<file path="src/rtl/serial_sub_nbit.sv">
// Bit-serial subtractor: Diff = A - B - Bin, LSB first, one bit per clock.
// Optional signed-overflow output enabled by defining SERIAL_SUB_OVF_EN.
module serial_sub_nbit #(
    parameter int WIDTH = 4
) (
    input  logic             clk,
    input  logic             rst,
    input  logic             start,
    input  logic [WIDTH-1:0] A,
    input  logic [WIDTH-1:0] B,
    input  logic             Bin,
    output logic [WIDTH-1:0] Diff,
    output logic             Bout,
    output logic             busy,
    output logic             done
`ifdef SERIAL_SUB_OVF_EN
    ,
    output logic             Ovf
`endif
);

    localparam int CW = $clog2(WIDTH) + 1;
    localparam int RW = WIDTH - 1;

    typedef enum logic [1:0] {
        IDLE,
        SHIFT,
        DONE
    } state_t;

    state_t state, nxt;

    logic [CW-1:0]    count;
    logic [WIDTH-1:0] a_sr, b_sr;
    logic [RW-1:0]    res;
    logic             br;
    logic             a, b, d, br_n, last, accept;

    assign a      = a_sr[0];
    assign b      = b_sr[0];
    assign d      = a ^ b ^ br;
    assign br_n   = (~a & b) | (~(a ^ b) & br);
    assign last   = (count == CW'(WIDTH - 1));
    assign accept = (state == IDLE) && start;
    assign busy   = (state != IDLE);
    assign done   = (state == DONE);

    always_ff @(posedge clk or posedge rst) begin
        if (rst) state <= IDLE;
        else     state <= nxt;
    end

    always_comb begin
        nxt = state;
        unique case (state)
            IDLE:    if (start) nxt = SHIFT;
            SHIFT:   if (last) nxt = DONE;
            DONE:    nxt = IDLE;
            default: nxt = IDLE;
        endcase
    end

    // Low bits of the result accumulate in res; the final bit goes straight to Diff.
    always_ff @(posedge clk or posedge rst) begin
        if (rst) begin
            a_sr  <= '0;
            b_sr  <= '0;
            res   <= '0;
            br    <= 1'b0;
            count <= '0;
            Diff  <= '0;
            Bout  <= 1'b0;
        end else if (accept) begin
            a_sr  <= A;
            b_sr  <= B;
            br    <= Bin;
            count <= '0;
        end else if (state == SHIFT) begin
            a_sr  <= a_sr >> 1;
            b_sr  <= b_sr >> 1;
            br    <= br_n;
            res   <= (res >> 1) | (RW'(d) << (RW - 1));
            count <= count + 1'b1;
            if (last) begin
                Diff <= {d, res};
                Bout <= br_n;
            end
        end
    end

`ifdef SERIAL_SUB_OVF_EN
    logic a_msb, b_msb;

    always_ff @(posedge clk or posedge rst) begin
        if (rst) begin
            a_msb <= 1'b0;
            b_msb <= 1'b0;
            Ovf   <= 1'b0;
        end else if (accept) begin
            a_msb <= A[WIDTH-1];
            b_msb <= B[WIDTH-1];
        end else if (state == SHIFT && last) begin
            Ovf <= (a_msb ^ b_msb) & (a_msb ^ d);
        end
    end
`endif

endmodule

</file>
<file path="config.mk">
export PLATFORM = sky130hd
export DESIGN_NAME = serial_sub_nbit
export DESIGN_NICKNAME = d
export VERILOG_FILES = /design/src/rtl/serial_sub_nbit.sv
export SDC_FILE = /design/constraint.sdc
export NUM_CORES = 1
export LEC_CHECK = 0
export ABC_AREA = 1
export CAP_MARGIN = 10
export CORE_MARGIN = 2
export CORE_UTILIZATION = 35
export DETAILED_ROUTE_END_ITERATION = 8
export PLACE_DENSITY = 0.57
export SLEW_MARGIN = 0
export SYNTH_ARGS = -nofsm -noshare
export SYNTH_HDL_FRONTEND = slang
export SYNTH_SLANG_ARGS = --single-unit
</file>
<file path="constraint.sdc">
create_clock -name clk -period 1.8 [get_ports clk]
set_input_delay 0.36 -clock clk [delete_from_list [all_inputs] [get_ports clk]]
set_output_delay 0.36 -clock clk [all_outputs]
set_load 0.02 [all_outputs]
</file>
==> metrics.yaml <==
run_status:
  outcome: "completed"
clock_tree:
  cts_tree: "built"
  clkSlewWorstSetupHoldPaths_ps: 120
  cts_buffer_depth: 2
  cts_sinks: 22
  postCtsSetupBuffers: 0
  holdBufCountCts: 0
  cts_buffers: 3
  post_cts_resized: 2
  clk_latency_ps: 290
  cts_htree_levels: 1
  root_buffer: "clkbuf_4"
synth:
  synth_top_area_share_pct: 56.70
  synth.largest_area_cell: "dfrtp_1"
  synth-seq-cells: 22
  synth_area_leaders: "dfrtp_1 57%, nand2_1 17%, nand3_1 8.2%"
  synth_cell_types: 16
  yosysSeqAreaShare_pct: 56.70
  synth_cells: 110
  yosys_warnings: 0
  syn-cell-area_um2: 970.9
  avgSynthCellArea_um2: 8.827
  synth.net_count: 125
floorplanning:
  fp.dieH_um: 56.67
  initial_utilization_pct: 36.14
  fp-row-count: 19
  core_um2: 2686
  pin_count: 19
  fp.dieArea_um2: 3211
  die_x_um: 56.67
sta:
  rsz0062_at_grt: "false"
  finalSetupViolations: 0
  tightestPinTransition_ps: 494.9
  holdWs_ps: 382.2
  relSlewSlack_pct: 67.00
  period_share_pct: 91.34
  slew_violations: 0
  fin_crit_ps: 1644
  skew_ps: 3.038
  clock.fmax_mhz: 608.2
  hold_viol_final: 0
  fin_ws_ps: 155.9
  tns_ps: 0
global_routing:
  grt_max_degree: 23
  gr-total-overflow: 0
  antenna_found_initial: 0
  grtUsageTotal_pct: 11.78
  grt_pass1_wl_mm: 3.070
  grt_pass1_vias: 690
hold_path:
  hold_path_class: "input pin to async pin"
route:
  routed_wl_mm: 1.632
  wire_per_inst_um: 10.14
  vias: 734
  vias_per_cell: 4.559
  dr.first_iter.drc_count: 17
  postRouteAntennaNets: 0
  drc: 0
  route.met2.wl_um: 707
  first_pass_iters: 4
  routed.top_layer: "met3"
  m1WireLength_um: 837
  met3RoutedLength_um: 87
layout:
  layout-drive-gt1-share_pct: 7.692
  utilization_pct: 44.95
  nFillCells: 302
  nets: 147
  area_growth_pct: 24.36
  regArea_um2: 550.5
  multi_input_comb_area_um2: 357.8
  antenna_cells: 0
critical_path:
  cp.arrival_ps: 1280
  worstSetupStartpointType: "flop"
  worstRegToRegCells: 6
  end_kind: "output port"
  critPathRequiredTime_ps: 1440
  crit_fanout: 4
  critPathKind: "flop to output port"
power:
  powerDensity_nw_per_um2: 1568
  internal_power_mw: 1.137
  p_seq_share_pct: 44.1
  p_clk_share_pct: 11.4
  p_total_mw: 1.894
  switchingPower_uw: 757.1
  switching_share_pct: 39.98
  peakVddDrop_mv: 0.7612
  leakagePower_nw: 0.5998
  p_comb_share_pct: 44.6
place:
  pre_cts_ws_ps: 251.8
  io_buffers: 18
  place_congestion: 0.7374
  place_hpwl_mm: 1.252
job:
  maxCapViolCount: 0
-- metal layers --
metal,vias up,track usage [%]
met5,-,0
met4,0,2.041
met3,0,2.304
met2,17,18.11
met1,333,17.46
li1,384,-
-- final timing paths --
| kind | endpoint | from | slack [ps] |
|---|---|---|---|
| max reg2reg | Diff[3] | state[1] | 580 |
| min | Bout | rst | 380 |
| min in group clk | Diff[0] | Diff[0] | 480 |
| max | busy | state[0] | 160 |
| min reg2reg | Diff[0] | Diff[0] | 480 |
| max in group asynchronous | state[0] | rst | 1200 |
-- critical path, stage by stage, from the launching register on --
cell	delay, ps
dfrtp_1	460
nor2_1	170
inv_1	50
dlygate4sd2_1	310
-- layout make-up --
| cell class | instances | share of cell area [%] |
|---|---|---|
| tap | 31 | 3.212 |
| inverter | 10 | 3.109 |
| multi-input combinational | 74 | 29.64 |
| sequential | 22 | 45.60 |
| clock buffer | 3 | 1.865 |
| timing repair buffer | 21 | 16.58 |
-- synth_stat cells, drive strengths merged --
library cell / number
o21ai: 6
buf: 4
nor2: 3
dfrtp: 22
ha: 2
nand2: 46
nand3: 16
inv: 10
fa: 1
-- cells by family after synthesis --
group           count (synthesis)  synth area share (%)
compound gates                  6                 3.479
fa+ha+maj                       3                 4.639
simple gates                   65                 28.74
buf+inv                        14                 6.442
flops                          22                 56.70
-- state kept, by name (all words and copies together) (netlist names) --
register / flops
count: 3
state: 2
Bout: 1
a_sr: 4
Diff: 4
br: 1
res: 3
b_sr: 4
-- through the flow --
| step | cells | area, um^2 |
|---|---|---|
| after floorplan | 110 | 970.9 |
| after global placement | 158 | 1187 |
| after detailed placement | 158 | 1187 |
| after CTS | 161 | 1207 |
| after global routing | 161 | 1207 |
| final | 161 | 1207 |
-- power by group through the flow --
| stage | logic, mW | clock network, mW | registers [mW] |
|---|---|---|---|
| 2_1_floorplan | 0.559 | 0 | 0.894 |
| 3_3_place_gp | 0.865 | 0 | 0.843 |
| 3_5_place_dp | 0.878 | 0 | 0.849 |
| 4_1_cts | 0.869 | 0.227 | 0.839 |
| 5_1_grt | 0.975 | 0.246 | 0.867 |
| 6_report | 0.844 | 0.215 | 0.835 |
-- cell usage in the layout (no fill, tap or decap), drive strengths merged --
master,instances
clkdlybuf4s50,16
nand2,46
nand3,16
dlygate4sd2,2
o21ai,6
buf,3
clkbuf,3
fa,1
nor2,3
ha,2
inv,10
dfrtp,22
No activity file was read; power rests on OpenSTA's default activity.
